[src/rtl/vx_result_merge_pkg.sv]
// Shared types, field positions and width helpers for the result merge block.
package vx_result_merge_pkg;

  localparam int UUID_WIDTH  = 16;
  localparam int LID_WIDTH   = 2;
  localparam int WID_WIDTH   = 2;
  localparam int PC_WIDTH    = 32;
  localparam int RD_WIDTH    = 5;
  localparam int XLEN        = 32;
  localparam int SIMD_WIDTH  = 4;
  localparam int NUM_THREADS = 16;

  localparam int RESULT_EOP_BIT = 0;
  localparam int RESULT_SOP_BIT = 1;
  localparam int RESULT_PID_LSB = 2;

  typedef enum logic {
    MERGE_IDLE,
    MERGE_LOCKED
  } merge_state_e;

  function automatic int log2up(input int n);
    return (n > 1) ? $clog2(n) : 1;
  endfunction

  // uuid, lid, wid, tmask, PC, wb, rd, lane data, pid, sop, eop
  function automatic int result_dataw(input int num_lanes, input int pid_width);
    return UUID_WIDTH + LID_WIDTH + WID_WIDTH + num_lanes + PC_WIDTH + 1 +
           RD_WIDTH + num_lanes * XLEN + pid_width + 2;
  endfunction

endpackage

[src/rtl/vx_result_merge_ebuf.sv]
// Two-entry elastic buffer; allows pop-then-push in the same cycle when full.
module vx_result_merge_ebuf #(
  parameter int DATAW = 8
) (
  input  logic             clk,
  input  logic             reset,
  input  logic             valid_in,
  input  logic [DATAW-1:0] data_in,
  output logic             ready_in,
  output logic             valid_out,
  output logic [DATAW-1:0] data_out,
  input  logic             ready_out
);

  logic [DATAW-1:0] mem_q [2];
  logic [DATAW-1:0] mem_d [2];
  logic             wr_ptr_q, wr_ptr_d;
  logic             rd_ptr_q, rd_ptr_d;
  logic [1:0]       count_q, count_d;
  logic             push, pop;

  assign ready_in  = (count_q != 2'd2) | ready_out;
  assign valid_out = (count_q != 2'd0);
  assign data_out  = mem_q[rd_ptr_q];
  assign push      = valid_in & ready_in;
  assign pop       = valid_out & ready_out;

  // Next-state for storage, pointers and occupancy
  always_comb begin
    mem_d    = mem_q;
    wr_ptr_d = wr_ptr_q;
    rd_ptr_d = rd_ptr_q;
    count_d  = count_q;
    if (push) begin
      mem_d[wr_ptr_q] = data_in;
      wr_ptr_d        = ~wr_ptr_q;
    end
    if (pop) begin
      rd_ptr_d = ~rd_ptr_q;
    end
    case ({push, pop})
      2'b10:   count_d = count_q + 2'd1;
      2'b01:   count_d = count_q - 2'd1;
      default: count_d = count_q;
    endcase
  end

  // Storage registers; reset empties the buffer and clears contents
  always_ff @(posedge clk or posedge reset) begin
    if (reset) begin
      mem_q[0] <= '0;
      mem_q[1] <= '0;
      wr_ptr_q <= 1'b0;
      rd_ptr_q <= 1'b0;
      count_q  <= 2'd0;
    end else begin
      mem_q    <= mem_d;
      wr_ptr_q <= wr_ptr_d;
      rd_ptr_q <= rd_ptr_d;
      count_q  <= count_d;
    end
  end

endmodule

[src/rtl/vx_result_merge.sv]
// Packet-atomic round-robin merge of result streams with per-input framing check.
module vx_result_merge
  import vx_result_merge_pkg::*;
#(
  parameter int NUM_INPUTS = 4,
  parameter int NUM_LANES  = SIMD_WIDTH,
  parameter int PID_WIDTH  = log2up(NUM_THREADS / NUM_LANES),
  parameter int OUT_BUF    = 1,
  parameter int DATAW      = result_dataw(NUM_LANES, PID_WIDTH),
  parameter int SEL_W      = log2up(NUM_INPUTS)
) (
  input  logic                        clk,
  input  logic                        reset,
  input  logic [NUM_INPUTS-1:0]       in_valid,
  input  logic [NUM_INPUTS*DATAW-1:0] in_data,
  output logic [NUM_INPUTS-1:0]       in_ready,
  output logic                        out_valid,
  output logic [DATAW-1:0]            out_data,
  output logic [SEL_W-1:0]            out_sel,
  input  logic                        out_ready,
  output logic [NUM_INPUTS-1:0]       err_framing
);

  merge_state_e          state_q, state_d;
  logic [SEL_W-1:0]      rr_ptr_q, rr_ptr_d;
  logic [SEL_W-1:0]      lock_idx_q, lock_idx_d;
  logic [PID_WIDTH-1:0]  exp_pid_q [NUM_INPUTS];
  logic [PID_WIDTH-1:0]  exp_pid_d [NUM_INPUTS];
  logic [NUM_INPUTS-1:0] err_q, err_d;

  logic [NUM_INPUTS-1:0] grant;
  logic [SEL_W-1:0]      grant_idx;
  logic                  grant_valid;
  logic                  buf_can_accept;
  logic                  fire;
  logic [DATAW-1:0]      sel_data;
  logic                  sel_sop, sel_eop;
  logic [PID_WIDTH-1:0]  sel_pid;

  // Explicit wrap so non-power-of-2 input counts never land on an unused index
  function automatic logic [SEL_W-1:0] wrap_inc(input logic [SEL_W-1:0] idx);
    if (int'(idx) >= NUM_INPUTS - 1) return '0;
    else return idx + SEL_W'(1);
  endfunction

  // Grant selection: locked input only, else first valid input from rr_ptr
  always_comb begin
    int j;
    j           = 0;
    grant       = '0;
    grant_idx   = '0;
    grant_valid = 1'b0;
    if (state_q == MERGE_LOCKED) begin
      grant_idx   = lock_idx_q;
      grant_valid = in_valid[lock_idx_q];
    end else begin
      for (int k = NUM_INPUTS - 1; k >= 0; k--) begin
        j = (int'(rr_ptr_q) + k) % NUM_INPUTS;
        if (in_valid[j]) begin
          grant_idx   = SEL_W'(j);
          grant_valid = 1'b1;
        end
      end
    end
    if (grant_valid) grant[grant_idx] = 1'b1;
  end

  assign sel_data = in_data[int'(grant_idx)*DATAW +: DATAW];
  assign sel_sop  = sel_data[RESULT_SOP_BIT];
  assign sel_eop  = sel_data[RESULT_EOP_BIT];
  assign sel_pid  = sel_data[RESULT_PID_LSB +: PID_WIDTH];

  assign in_ready    = reset ? '0 : (grant & {NUM_INPUTS{buf_can_accept}});
  assign fire        = grant_valid & buf_can_accept & ~reset;
  assign err_framing = err_q;

  // Lock FSM, round-robin pointer and framing tracking on each accepted beat
  always_comb begin
    state_d    = state_q;
    rr_ptr_d   = rr_ptr_q;
    lock_idx_d = lock_idx_q;
    exp_pid_d  = exp_pid_q;
    err_d      = err_q;
    if (fire) begin
      if (sel_sop) begin
        if (sel_pid != '0) err_d[grant_idx] = 1'b1;
        if (state_q == MERGE_LOCKED) err_d[grant_idx] = 1'b1;
      end else if (sel_pid != exp_pid_q[grant_idx]) begin
        err_d[grant_idx] = 1'b1;
      end
      exp_pid_d[grant_idx] = sel_eop ? '0 : (sel_pid + PID_WIDTH'(1));
      if (sel_eop) begin
        state_d  = MERGE_IDLE;
        rr_ptr_d = wrap_inc(grant_idx);
      end else if (sel_sop && (state_q == MERGE_IDLE)) begin
        state_d    = MERGE_LOCKED;
        lock_idx_d = grant_idx;
      end
    end
  end

  // Arbiter and checker state registers
  always_ff @(posedge clk or posedge reset) begin
    if (reset) begin
      state_q    <= MERGE_IDLE;
      rr_ptr_q   <= '0;
      lock_idx_q <= '0;
      err_q      <= '0;
      for (int i = 0; i < NUM_INPUTS; i++) exp_pid_q[i] <= '0;
    end else begin
      state_q    <= state_d;
      rr_ptr_q   <= rr_ptr_d;
      lock_idx_q <= lock_idx_d;
      err_q      <= err_d;
      exp_pid_q  <= exp_pid_d;
    end
  end

  generate
    if (OUT_BUF != 0) begin : g_buf
      logic                   buf_ready;
      logic [SEL_W+DATAW-1:0] buf_out;

      vx_result_merge_ebuf #(
        .DATAW(SEL_W + DATAW)
      ) u_buf (
        .clk       (clk),
        .reset     (reset),
        .valid_in  (fire),
        .data_in   ({grant_idx, sel_data}),
        .ready_in  (buf_ready),
        .valid_out (out_valid),
        .data_out  (buf_out),
        .ready_out (out_ready)
      );

      assign buf_can_accept = buf_ready;
      assign out_data       = buf_out[DATAW-1:0];
      assign out_sel        = buf_out[SEL_W+DATAW-1 -: SEL_W];
    end else begin : g_comb
      assign buf_can_accept = out_ready;
      assign out_valid      = grant_valid & ~reset;
      assign out_data       = out_valid ? sel_data : '0;
      assign out_sel        = out_valid ? grant_idx : '0;
    end
  endgenerate

endmodule

[config.mk]
export PLATFORM = sky130hd
export DESIGN_NAME = vx_result_merge
export DESIGN_NICKNAME = d
export VERILOG_FILES = /design/src/rtl/vx_result_merge_pkg.sv /design/src/rtl/vx_result_merge_ebuf.sv /design/src/rtl/vx_result_merge.sv
export SDC_FILE = /design/constraint.sdc
export NUM_CORES = 1
export LEC_CHECK = 0
export CAP_MARGIN = 20
export CORE_AREA = 2 2 384 386
export CTS_BUF_LIST = sky130_fd_sc_hd__clkbuf_4 sky130_fd_sc_hd__clkbuf_8
export CTS_CLUSTER_SIZE = 14
export DETAILED_ROUTE_END_ITERATION = 16
export DIE_AREA = 0 0 386 388
export DONT_BUFFER_PORTS = 1
export PLACE_DENSITY = 0.36
export SYNTH_ARGS = -nofsm -noshare
export SYNTH_HDL_FRONTEND = slang
export SYNTH_HIERARCHICAL = 1
export SYNTH_SLANG_ARGS = --single-unit
[constraint.sdc]
create_clock -name clk -period 24.2 [get_ports clk]
set_input_delay 7.26 -clock clk [delete_from_list [all_inputs] [get_ports clk]]
set_output_delay 7.26 -clock clk [all_outputs]
set_load 0.02 [all_outputs]
==> results of run 1 <==
## final cells by class
type | count | area share, %
clock buffers | 138 | 5.87
diodes | 10 | 0.0874
clock inverters | 14 | 0.699
well taps | 1917 | 8.37
repair buffers | 30 | 0.830
inverters | 12 | 0.227
multi-input cells | 1828 | 47.8
flip-flops and latches | 413 | 36.1
## worst max-delay path: stages
cell and delay, ns:
nor2b_1 0.12, o41a_1 0.42, a31o_4 0.35, inv_8 0.44
ha_1 0.23, nand2_1 0.14, inv_1 0.23
## sequential cells by signal, summed over array words and instances (netlist names), named ones only
| register | flops |
|---|---|
| g_buf.u_buf/mem_q | 392 |
| exp_pid_q | 8 |
| g_buf.u_buf/count_q | 2 |
| lock_idx_q | 2 |
| rr_ptr_q | 2 |
| err_framing | 1 |
| g_buf.u_buf/rd_ptr_q | 1 |
| g_buf.u_buf/wr_ptr_q | 1 |
| state_q | 1 |
## power by group
| part | switching (mW) | internal (mW) | leakage [nW] |
|---|---|---|---|
| registers | 0.203 | 1.06 | 4.83 |
| logic | 1.99 | 1.31 | 6.57 |
| clock network | 0.330 | 0.482 | 0.998 |
## cell families (layout without fill, tap and decap cells)
group                      Yosys count  in the layout  synth area share, %
muxes                              610            610                 31.5
DFF                                413            413                 41.2
and+or+nand+nor                    991            991                 16.9
adders and majority gates            6              6                0.299
xor gates and xnor gates             7              7                0.244
buffers and inverters              208            194                 4.37
other                                0             10                    0
AOI/OAI and AO/OA                  214            214                 5.47
## placed cells by master (no fill, tap or decap), types with 2 or more instances in the layout
cell          n
a21boi_0      2
a21oi_1       2
a31oi_1     190
and3_1      190
buf_4        29
bufinv_16     4
clkbuf_4     35
clkbuf_8    103
clkinv_2      4
clkinvlp_4    2
dfrtp_1     412
diode_2      10
ha_1          6
inv_1         9
inv_8         6
mux2_2      311
mux2_4      280
mux2i_1      16
mux2i_2       2
nand2_1     784
nand2b_1      2
nand3b_1      2
nor2_1        2
o21ai_0       3
o21bai_1      5
o31ai_1       6
xnor2_1       3
xor2_1        4
## layer usage
layer	GRT usage [%]	share of wire, %	vias to the layer above
li1	-	-	8351
met1	14.1	42	9120
met2	20.2	49	743
met3	3.02	6.6	113
met4	3.54	2.4	2
met5	0	0.014	-
## cell usage after synthesis, types with 6 or more instances
library cell	instances	area (um2)
mux2_4	280	4200
nand2_1	784	2940
ha_1	6	75.1
dfrtp_1	413	10300
inv_1	11	41.3
mux2i_1	16	160
clkbuf_1	116	435
and3_1	191	1190
mux2_2	311	3500
o31ai_1	6	45.0
buf_6	34	383
buf_1	7	26.3
buf_2	37	185
a31oi_1	190	1190
## per-stage QoR
stage          cell area (um2)  hold WS [ns]  setup WS (ns)  power (mW)  instances
6_report                 28600         0.490           7.73        5.37       4362
5_1_grt                  28600         0.511           7.58        5.76       4359
4_1_cts                  28600         0.490           7.70        5.51       4352
3_5_place_dp             26700         0.474           7.71        4.64       4200
3_3_place_gp             26700         0.484           7.72        4.63       4200
2_1_floorplan            25100         0.445           5.93        3.74       2449
## worst paths after layout
kind | start | end | slack (ns) | depth (start not counted)
max in group asynchronous | reset | g_buf.u_buf/mem_q[313] | 14.67 | 4
worst min register to register | exp_pid_q[6] | exp_pid_q[6] | 0.49 | 2
worst min-delay path | exp_pid_q[6] | exp_pid_q[6] | 0.49 | 2
worst max register to register | rr_ptr_q[0] | g_buf.u_buf/mem_q[85] | 18.84 | 11
worst max-delay path | in_valid[1] | in_ready[3] | 7.73 | 7
min in group asynchronous | reset | g_buf.u_buf/mem_q[18] | 6.56 | 1
==> run metrics, run 1 <==
status finished, final reports clean; Hold WC Path Type register to register; Syn Inst Count about 2400; multi-input gate area in the final layout 0.0137 mm2; GP Congestion a little under 0.9; initial core utilization between 10% and 20%; Worst-Margin Slew around 1.2 ns; cell row count between 100 and 150; clk buf depth 3; crit start category input port; max-slew violations 0; setup repair bufs after CTS 0; Power Density between 150 and 200 mW/mm2; final net count ~3200; IO Pins 988; unrepaired setup endpoints after global routing false; Buffers on Ports 0; max cap viols 0; final period utilization 68.1%; grt ovf 0; synthesized flop and latch total between 400 and 500; critical path arrival between 9 and 10 ns; first-pass GRT wire length between 100 and 150 mm; TNS Setup 0 ns; First DRT Iteration DRCs 981; WP data required roughly 17 ns; antenna violations before repair 10; cell area after synthesis around 0.025 mm2; number of H-tree levels 3; Clock Skew around 0.033 ns; DRT Pass-1 Iters 5; synth warn 6; ys flop type dfrtp_1; GRT Resource Usage Total 11.7%; clock root buffer clkbuf_8; antenna viol nets, final 0; Net Count, Synth between 3000 and 4000; post-layout util around a fifth; WL/cell ~21 um; clock sinks between 400 and 500; Vias/cell roughly 4.2; slew margin rel. 23.1%; Die Wd about 390 um; cts repair resizes 0; asr flop ratio synth between 90% and 100%; layout cells sized above 1 32.4%; largest net degree at the start of global routing ~120; Routed WL ~93 mm; syn_area_per_cell 10.3 um2; Post-synth EDFFs 0; critical-path maximum fanout a little under 100; Tmin final approximately 16 ns; Setup violations, final 0; CTS tree done; TritonCTS buffer count 85; vias in the first global route 18600; CTS Hold Bufs 0; Crit Path Class input port to primary output; critical path endpoint category primary output; Seq. cell area a little over 0.01 mm2; DIE HEIGHT 388 um; Pleak roughly 12 nW; FILL cells ~16000; HPWL Detailed 68.6 mm; Yosys cell types 44; routed vias about 18000; core area about 0.15 mm2; Area Growth Syn to Fin 14.1%; clock transition at the registers of the reported paths approximately 0.060 ns; # DRC 0; Final Hold Viols 0; die area 0.150 mm2; FMAX about 61 MHz; Clock Latency Late Sink about 0.72 ns; sequential share of the synthesized area roughly 40%; peak supply drop between 80 and 90 uV
No activity file was read; power rests on OpenSTA's default activity.
==> inputs of run 2 (changes only) <==
Clock period 24.2 ns to 16.9 ns, I/O delays scaled along.
==> run 2 against run 1 <==
- global-route usage increased by 0.055 points
- clock skew up 0.012 ns
- utilization about the same
- register-to-register slack lost 7.0 ns
- critical path type unchanged
==> run metrics, run 2 (synthesis gave the netlist of run 1 again) <==
status finished, final reports clean; Pleak 12.4 nW (-0.15%); Hold WC Path Type register to register; Buffers on Ports 0 (unchanged); GRT Resource Usage Total 11.8% (+0.055 points); commonest non-fill, non-tap cell in the layout nand2_1; Die Wd 386 um (unchanged); Final Cell Area 0.0286 mm2 (-0.17%); layout cells sized above 1 32.3% (-0.11 points); max reg flops 392 (unchanged); CP max stage cell buf_4; Setup violations, final 0 (unchanged); Clk pwr share 14.8% (-0.3 points); routed vias 18200 (-0.56%); largest net degree at the start of global routing 133 (+9.9%); Int Pwr 4.06 mW (+42%); CTS tree done; IO Pins 988 (unchanged); max-slew violations 0 (unchanged); peak supply drop 124 uV (+49%); Net Sw Frac 47.0% (+0.10 points); TNS Setup 0 ns (unchanged); Top delay family on crit path buffers and inverters; antenna violations before repair 4 (-6); max cap viols 0 (unchanged); die area 0.150 mm2 (unchanged); PnR worst setup slack 4.48 ns (-3.25 ns); setup repair bufs after CTS 0 (unchanged); Tmin final approximately 12 ns; DRT Pass-1 Iters 5 (unchanged); WP data required 11.83 ns (-5.11 ns); CP Cell Sequence nand2_1, o21ai_0, o21ai_0, o22a_4, inv_6, buf_4, ha_1, nand2_1, inv_1; Placed Cells 4198 (-0.048%); final period utilization between 70% and 80%; most frequent cells in the layout 784 x nand2_1, 412 x dfrtp_1, 311 x mux2_2, 280 x mux2_4; Net Switching 3.60 mW (+43%); clock root buffer clkbuf_8; area post-placement 0.0268 mm2 (about the same); TritonCTS buffer count 85 (unchanged); vias in the first global route 18700 (+0.38%); Power, Total 7.66 mW (+43%); number of H-tree levels 3 (unchanged); Routed WL 92.7 mm (-0.18%); Crit Path Class input port to primary output; Worst-Margin Slew 1.02 ns (-0.135 ns); clock transition at the registers of the reported paths 0.05 ns (about the same); critical path's largest stage delay 0.53 ns (+0.09 ns); initial core utilization 17.3% (unchanged); cell row count 140 (unchanged); most flop-heavy register g_buf.u_buf/mem_q; critical path arrival 7.35 ns (-1.86 ns); Comb power frac 61.6% (+0.2 points); Non-Filler Instances 4351 (-0.25%); Clock Latency Late Sink 0.74 ns (+0.02 ns); critical path endpoint category primary output; Reg power frac 23.6% (about the same); Vias/cell 4.19 (-0.31%); GP Congestion 0.854 (-1.5%); Clock Skew 0.0447 ns (+0.0117 ns); clock sinks 413 (unchanged); Area Growth Syn to Fin 13.9%; post-layout util 19.7% (-0.033 points); WL/cell 21.3 um (about the same); HPWL Detailed 68.3 mm (-0.48%); CTS Hold Bufs 0 (unchanged); slew margin rel. 32.1% (+9.0 points); grt ovf 0 (unchanged); Final Hold Viols 0 (unchanged); # DRC 0 (unchanged); crit start category input port; Place WS 4.39 ns (-3.32 ns); antenna viol nets, final 0 (unchanged); Power Density 268 mW/mm2 (+43%); top flop regs g_buf.u_buf/mem_q (392), exp_pid_q (8); FMAX ~81 MHz; first-pass GRT wire length 131 mm (+0.45%); critical-path maximum fanout 68 (-31%); core area 0.145 mm2 (unchanged); final net count 3157 (-0.063%); clk buf depth 3 (unchanged); unrepaired setup endpoints after global routing false; DIE HEIGHT 388 um (unchanged); cts repair resizes 0 (unchanged); hold slack final 0.487 ns (-0.00286 ns); Buf+Inv Stages, Crit Path 3 (+1); First DRT Iteration DRCs 902 (-8.1%)
==> run 2: changes by cell type in the layout (fill, tap and decap cells not counted), moves of 2 or more <==
| cell | previous run | this run |
|---|---|---|
| buf_4 | 29 | 24 |
| buf_12 | 1 | 4 |
| clkbuf_8 | 103 | 105 |
| bufinv_16 | 4 | 2 |
| clkbuf_4 | 35 | 30 |
| diode_2 | 10 | 3 |
| clkinv_2 | 4 | 8 |
==> run 2: power by group through the flow <==
stage	clock network (mW)	logic, mW	registers [mW]
5_1_grt	1.25	5.10	1.88
3_3_place_gp	0	4.81	1.82
3_5_place_dp	0	4.83	1.81
6_report	1.13	4.72	1.81
4_1_cts	1.20	4.85	1.81
2_1_floorplan	0	3.65	1.71
==> run 2: worst paths after layout <==
| kind | startpoint | to | slack, ns | cells after the start |
|---|---|---|---|---|
| min in group asynchronous | reset | g_buf.u_buf/mem_q[39] | 4.35 | 1 |
| setup / recovery | in_valid[0] | in_ready[2] | 4.48 | 9 |
| setup reg to reg | rr_ptr_q[1] | g_buf.u_buf/mem_q[48] | 11.87 | 11 |
| hold reg to reg | exp_pid_q[5] | exp_pid_q[5] | 0.49 | 2 |
| hold / removal | exp_pid_q[5] | exp_pid_q[5] | 0.49 | 2 |
| max in group asynchronous | reset | g_buf.u_buf/mem_q[80] | 10.39 | 3 |
==> run 2: worst reg2reg max path: stages (launching register included) <==
cell	delay, ns
dfrtp_1	0.49
a21boi_0	0.14
a311oi_1	0.31
a31o_4	0.31
buf_4	0.47
buf_4	0.51
buf_4	0.66
buf_4	0.89
nand2_1	0.17
and3_1	0.23
a31oi_1	0.52
mux2_4	0.27
==> run 2: cell type report <==
class,count,area [um2]
diodes,3,7.51
clock buffers,135,1670
clock inverters,15,158
fillers,16000,117000
inverters,12,65.1
multi-input cells,1828,13700
flip-flops and latches,413,10300
well taps,1917,2400
repair buffers,28,260
==> run 2: per-layer routing <==
layer  wire [um]  global-route usage [%]  part of all wire (%)  up-vias
met2       45600                    20.1                    49      734
met1       38400                    14.3                    41     9033
met4        2380                    3.60                   2.6        2
met3        6240                    3.01                   6.7      132
met5          13                       0                 0.014        -
li1            -                       -                     -     8326
